==> config.mk <==
export PLATFORM = sky130hd
export DESIGN_NAME = auto_play_sequencer
export DESIGN_NICKNAME = d
export VERILOG_FILES = /design/src/rtl/auto_play_sequencer.sv
export SDC_FILE = /design/constraint.sdc
export NUM_CORES = 1
export LEC_CHECK = 0
export ABC_AREA = 1
export BUFFER_PORTS_ARGS = -buffer_cell sky130_fd_sc_hd__buf_2
export CORE_AREA = 2 2 96 98
export CTS_CLUSTER_DIAMETER = 60
export DETAILED_ROUTE_END_ITERATION = 8
export DIE_AREA = 0 0 98 100
export GPL_ROUTABILITY_DRIVEN = 0
export SYNTH_ARGS = -nofsm -noshare
export SYNTH_HDL_FRONTEND = slang
export SYNTH_SLANG_ARGS = --single-unit
==> constraint.sdc <==
create_clock -name clk -period 3.31 [get_ports clk]
set_input_delay 0.4965 -clock clk [delete_from_list [all_inputs] [get_ports clk]]
set_output_delay 0.4965 -clock clk [all_outputs]
set_load 0.01 [all_outputs]
==> src/rtl/auto_play_sequencer.sv <==
// Purpose : auto-play engine; walks a {index, beats} song ROM and drives the tone-table index.
// Latency : all outputs registered; first note plays 2 cycles after start (FETCH + LOAD).
// Backpres: none; start is ignored while busy, stop aborts from any busy state.
//
// Ports:
//   clk, rst_n      clock and synchronous active-low reset
//   start, stop     1-cycle control pulses (stop wins when both are high)
//   loop            level; replay from entry 0 at end of song instead of finishing
//   romAddr         registered song ROM address
//   romData         {index[7:3], beats[2:0]}, valid one cycle after romAddr changes
//   autoPlayIndex   note code to the tone table, 0 = silence
//   noteStrobe      1-cycle pulse on the first PLAY cycle of every entry
//   playing         high whenever the engine is not idle
//   done            1-cycle pulse when a non-looping song finishes
module auto_play_sequencer #(
    parameter int BEAT_CYCLES = 12_500_000,
    parameter int GAP_CYCLES  = 1_250_000,
    parameter int SONG_LEN    = 32,
    parameter int ADDR_W      = 5
) (
    input  logic              clk,
    input  logic              rst_n,
    input  logic              start,
    input  logic              stop,
    input  logic              loop,
    output logic [ADDR_W-1:0] romAddr,
    input  logic [7:0]        romData,
    output logic [4:0]        autoPlayIndex,
    output logic              noteStrobe,
    output logic              playing,
    output logic              done
);

    // 3 bits of beat count on top of one beat's worth of cycles, so a
    // 7-beat note never wraps the duration counter.
    localparam int DUR_W = 3 + $clog2(BEAT_CYCLES);

    localparam logic [DUR_W-1:0]  BEAT_LEN  = DUR_W'(BEAT_CYCLES);
    localparam logic [DUR_W-1:0]  GAP_LEN   = DUR_W'(GAP_CYCLES);
    localparam logic [DUR_W-1:0]  DUR_ONE   = DUR_W'(1);
    localparam logic [ADDR_W-1:0] LAST_ADDR = ADDR_W'(SONG_LEN - 1);
    localparam logic [ADDR_W-1:0] ADDR_ONE  = ADDR_W'(1);

    typedef enum logic [2:0] {
        S_IDLE  = 3'd0,
        S_FETCH = 3'd1,
        S_LOAD  = 3'd2,
        S_PLAY  = 3'd3,
        S_GAP   = 3'd4
    } state_t;

    state_t            state_q,    state_d;
    logic [ADDR_W-1:0] rom_addr_q, rom_addr_d;
    logic [4:0]        note_idx_q, note_idx_d;
    logic [DUR_W-1:0]  dur_cnt_q,  dur_cnt_d;
    logic [4:0]        idx_out_q,  idx_out_d;
    logic              strobe_q,   strobe_d;
    logic              playing_q,  playing_d;
    logic              done_q,     done_d;

    // ROM word fields
    logic [4:0]       rom_idx;
    logic [2:0]       rom_beats;
    logic [DUR_W-1:0] play_last;
    logic             end_song;

    assign rom_idx   = romData[7:3];
    assign rom_beats = romData[2:0];

    // PLAY lasts beats*BEAT_CYCLES - GAP_CYCLES cycles; the counter runs
    // down to zero, so it is loaded with one less than that.
    assign play_last = DUR_W'(rom_beats) * BEAT_LEN - GAP_LEN - DUR_ONE;

    //------------------------------------------------------------------
    // Next-state and registered-output logic
    //------------------------------------------------------------------
    always_comb begin
        state_d    = state_q;
        rom_addr_d = rom_addr_q;
        note_idx_d = note_idx_q;
        dur_cnt_d  = dur_cnt_q;
        done_d     = 1'b0;
        end_song   = 1'b0;

        if (stop && (state_q != S_IDLE)) begin
            // abort: silent, rewound, and no done pulse
            state_d    = S_IDLE;
            rom_addr_d = '0;
            dur_cnt_d  = '0;
        end else begin
            unique case (state_q)
                S_IDLE: begin
                    if (start && !stop) begin
                        state_d    = S_FETCH;
                        rom_addr_d = '0;
                    end
                end

                // romAddr is already on the bus; wait for the ROM read
                S_FETCH: begin
                    state_d = S_LOAD;
                end

                S_LOAD: begin
                    note_idx_d = rom_idx;
                    if (rom_beats == 3'd0) begin
                        end_song = 1'b1;
                    end else begin
                        dur_cnt_d = play_last;
                        state_d   = S_PLAY;
                    end
                end

                S_PLAY: begin
                    if (dur_cnt_q == '0) begin
                        dur_cnt_d = GAP_LEN - DUR_ONE;
                        state_d   = S_GAP;
                    end else begin
                        dur_cnt_d = dur_cnt_q - DUR_ONE;
                    end
                end

                S_GAP: begin
                    if (dur_cnt_q == '0) begin
                        if (rom_addr_q == LAST_ADDR) begin
                            end_song = 1'b1;
                        end else begin
                            rom_addr_d = rom_addr_q + ADDR_ONE;
                            state_d    = S_FETCH;
                        end
                    end else begin
                        dur_cnt_d = dur_cnt_q - DUR_ONE;
                    end
                end

                default: begin
                    state_d    = S_IDLE;
                    rom_addr_d = '0;
                    dur_cnt_d  = '0;
                end
            endcase

            // End of song is a decision, not a separate cycle: loop is
            // sampled here and either rewinds straight into FETCH or
            // finishes with a done pulse.
            if (end_song) begin
                rom_addr_d = '0;
                dur_cnt_d  = '0;
                if (loop) begin
                    state_d = S_FETCH;
                end else begin
                    state_d = S_IDLE;
                    done_d  = 1'b1;
                end
            end
        end

        // Outputs are computed from the next state so they line up with
        // the state register instead of lagging it by a cycle.
        playing_d = (state_d != S_IDLE);
        idx_out_d = (state_d == S_PLAY) ? note_idx_d : 5'd0;
        strobe_d  = (state_q == S_LOAD) && (state_d == S_PLAY);
    end

    //------------------------------------------------------------------
    // State and output registers
    //------------------------------------------------------------------
    always_ff @(posedge clk) begin
        if (!rst_n) begin
            state_q    <= S_IDLE;
            rom_addr_q <= '0;
            note_idx_q <= '0;
            dur_cnt_q  <= '0;
            idx_out_q  <= '0;
            strobe_q   <= 1'b0;
            playing_q  <= 1'b0;
            done_q     <= 1'b0;
        end else begin
            state_q    <= state_d;
            rom_addr_q <= rom_addr_d;
            note_idx_q <= note_idx_d;
            dur_cnt_q  <= dur_cnt_d;
            idx_out_q  <= idx_out_d;
            strobe_q   <= strobe_d;
            playing_q  <= playing_d;
            done_q     <= done_d;
        end
    end

    assign romAddr       = rom_addr_q;
    assign autoPlayIndex = idx_out_q;
    assign noteStrobe    = strobe_q;
    assign playing       = playing_q;
    assign done          = done_q;

endmodule

==> results.yml <==
clocking:
  clock-root-buffer: "clkbuf_8"
  numCtsBuffers: 5
  cts_tree: "done"
  cts_hold_buf: 0
  cts_max_level: 2
  clockBufferDepth: 2
  clock_latency_ps: 290
  cts_setup_buffers: 0
  clk_pin_slew_worst_paths_ps: 90
  cts.sinks: 48
  post_cts_resized: 0
critical_path:
  arrival_ps: 3170
  startpoint_type: "primary input"
  required_ps: 3470
  end_kind: "register"
  critical_path_class: "in -> reg"
  crit_fanout: 8
outcome:
  status: "complete, no violations"
yosys:
  synth_area_leaders: "dfxtp_1 25%, nand2_1 15%, nor2_1 6.3%, inv_1 6.2%, ha_1 4.9%"
  synth.distinct_cells: 43
  async_flop_share: 0
  synth_most_common_cell: "nand2_1"
  postSynthAreaPerCell_um2: 6.56
  ys.flop_type: "dfxtp_1"
  synth.top_cell.area_share: 0.250
  synthCells: 585
  synth_nets: 616
  syn-cell-area_mm2: 0.00384
  yosysWarnings: 0
  synth-edff-count: 0
  synthTopCellsByCount: "156 x nand2_1, 64 x nor2_1, 63 x inv_1"
  synth_largest_area_cell: "dfxtp_1"
  synth-seq-cells: 48
  yosysSeqAreaShare: 0.250
die:
  fp-row-count: 35
  die_y_um: 100
  core_area_mm2: 0.00889
  io_pins: 26
  dieArea_mm2: 0.00980
  die_width_um: 98
  start_util: 0.432
timing:
  min_period_ps: 3010
  slew_violations: 0
  finalClockSkew_ps: 5.42
  setup_viol: 0
  rsz0062_at_grt: "false"
  hold_violations: 0
  period_share: 0.909
  worst_slack_ps: 301
  slew_headroom: 0.544
  tightest_slew_ps: 683
  max_freq_mhz: 332
  setup_tns_ps: 0
detailed_routing:
  ant_nets: 0
  num_vias: 3757
  wire_per_inst_um: 13.4
  via_per_inst: 5.16
  drt_wl_total_um: 9720
  drc_errors: 0
  firstDrtPassIters: 7
  drtIter0Drc: 149
global_routing:
  antenna_found_initial: 0
  track_usage: 0.205
  grt_max_degree: 31
  grt_pass1_wl_um: 16600
  overflow: 0
  grt_pass1_vias: 3625
place:
  pre_cts_slack_ps: -25.8
  place_area_mm2: 0.00409
  io_buffers: 25
  hpwl_um: 7560
pwr:
  vdd_ir_drop_max_mv: 0.284
  power.density_mw_per_mm2: 398
  p_leak_nw: 2.06
finish:
  drive_gt1_frac: 0.178
  nets: 647
  syn_to_final_growth_pct: 9.10
  stdcell_area_mm2: 0.00419
  antenna_cells: 0
flow_run:
  max_cap_violations: 0
worst_hold_path:
  hp-class: "in -> reg"
-- placed cells by master, fill, tap and decap left out, types with 4 or more instances in the layout --
cell      netlist  final
a21oi_1        34     34
a21oi_2        12     12
buf_2           3     25
buf_4           4     10
clkbuf_8        0      6
dfxtp_1        48     48
ha_1           15     15
inv_1          63     63
inv_2          10     10
mux2i_1         5      5
nand2_1       156    156
nand2_2        10     10
nand3_1        35     35
nand3_2         4      4
nand4_1        13     13
nor2_1         64     64
nor2_2         15     15
nor2_4          4      4
nor3_1          4      4
o21ai_0        19     19
o22ai_1         8      8
xnor2_1         5      5
xor2_1         18     18
-- per-layer routing --
metal | vias up | track usage | wire length, µm
met5 | - | 0 | 0
met4 | 0 | 0.0470 | 116
met3 | 8 | 0.0216 | 325
met2 | 76 | 0.369 | 4750
met1 | 1721 | 0.264 | 4530
li1 | 1952 | - | -
-- path summary, 6_finish.rpt --
| path | start | end | slack, ps | cells after the start |
|---|---|---|---|---|
| max | romData[1] | dur_cnt_q[25] | 300 | 18 |
| min | loop | done | 470 | 3 |
| min reg2reg | romAddr[4] | romAddr[4] | 480 | 2 |
| max reg2reg | dur_cnt_q[0] | playing | 690 | 15 |
-- power breakdown --
part | switching [mW] | leakage [nW] | internal [mW]
sequential | 0.0102 | 0.387 | 0.591
clock | 0.195 | 0.0445 | 0.170
combinational | 0.463 | 1.63 | 0.238
-- cell families after synthesis --
logic type | Yosys count | share of synthesized area
AO/OA/AOI/OAI | 89 | 0.142
flip-flops | 48 | 0.250
buffers and inverters | 84 | 0.0939
adder cells (fa/ha/maj) | 18 | 0.0646
AND/OR/NAND/NOR | 317 | 0.379
XOR/XNOR | 24 | 0.0567
multiplexers | 5 | 0.0130
-- worst max-delay path, stage by stage --
cell,delay [ps]
buf_2,140
fa_1,530
ha_1,510
nand2_1,120
nor2_1,200
nand3_1,140
nand3_1,100
nand2_1,50
nand2_1,130
inv_1,70
nor2_1,190
nand3_1,100
nand2_1,70
nand2_1,60
nand2_1,60
nand2_1,60
nand2_1,70
a21oi_2,50
-- area by class of cell --
cell class / count / area [µm²]
clock buffers: 7 / 86.3
clock inverters: 1 / 7.51
fillers: 935 / 4700
inverters: 73 / 274
multi-input cells: 453 / 2520
flip-flops and latches: 48 / 961
well taps: 111 / 139
repair buffers: 35 / 200
-- registers in the layout, summed over array words and instances (netlist names) --
signal,count
state_q,3
playing,1
noteStrobe,1
note_idx_q,5
done,1
romAddr,5
dur_cnt_q,27
autoPlayIndex,5
-- per-stage QoR --
stage	hold slack [ps]	std cells	power, mW	utilization
2_1_floorplan	456	585	1.16	-
3_3_place_gp	467	720	1.31	0.460
3_5_place_dp	472	720	1.31	0.460
4_1_cts	460	728	1.68	0.471
5_1_grt	471	728	1.80	0.471
6_report	466	728	1.67	0.471
Power figures use the tool's default switching activity.
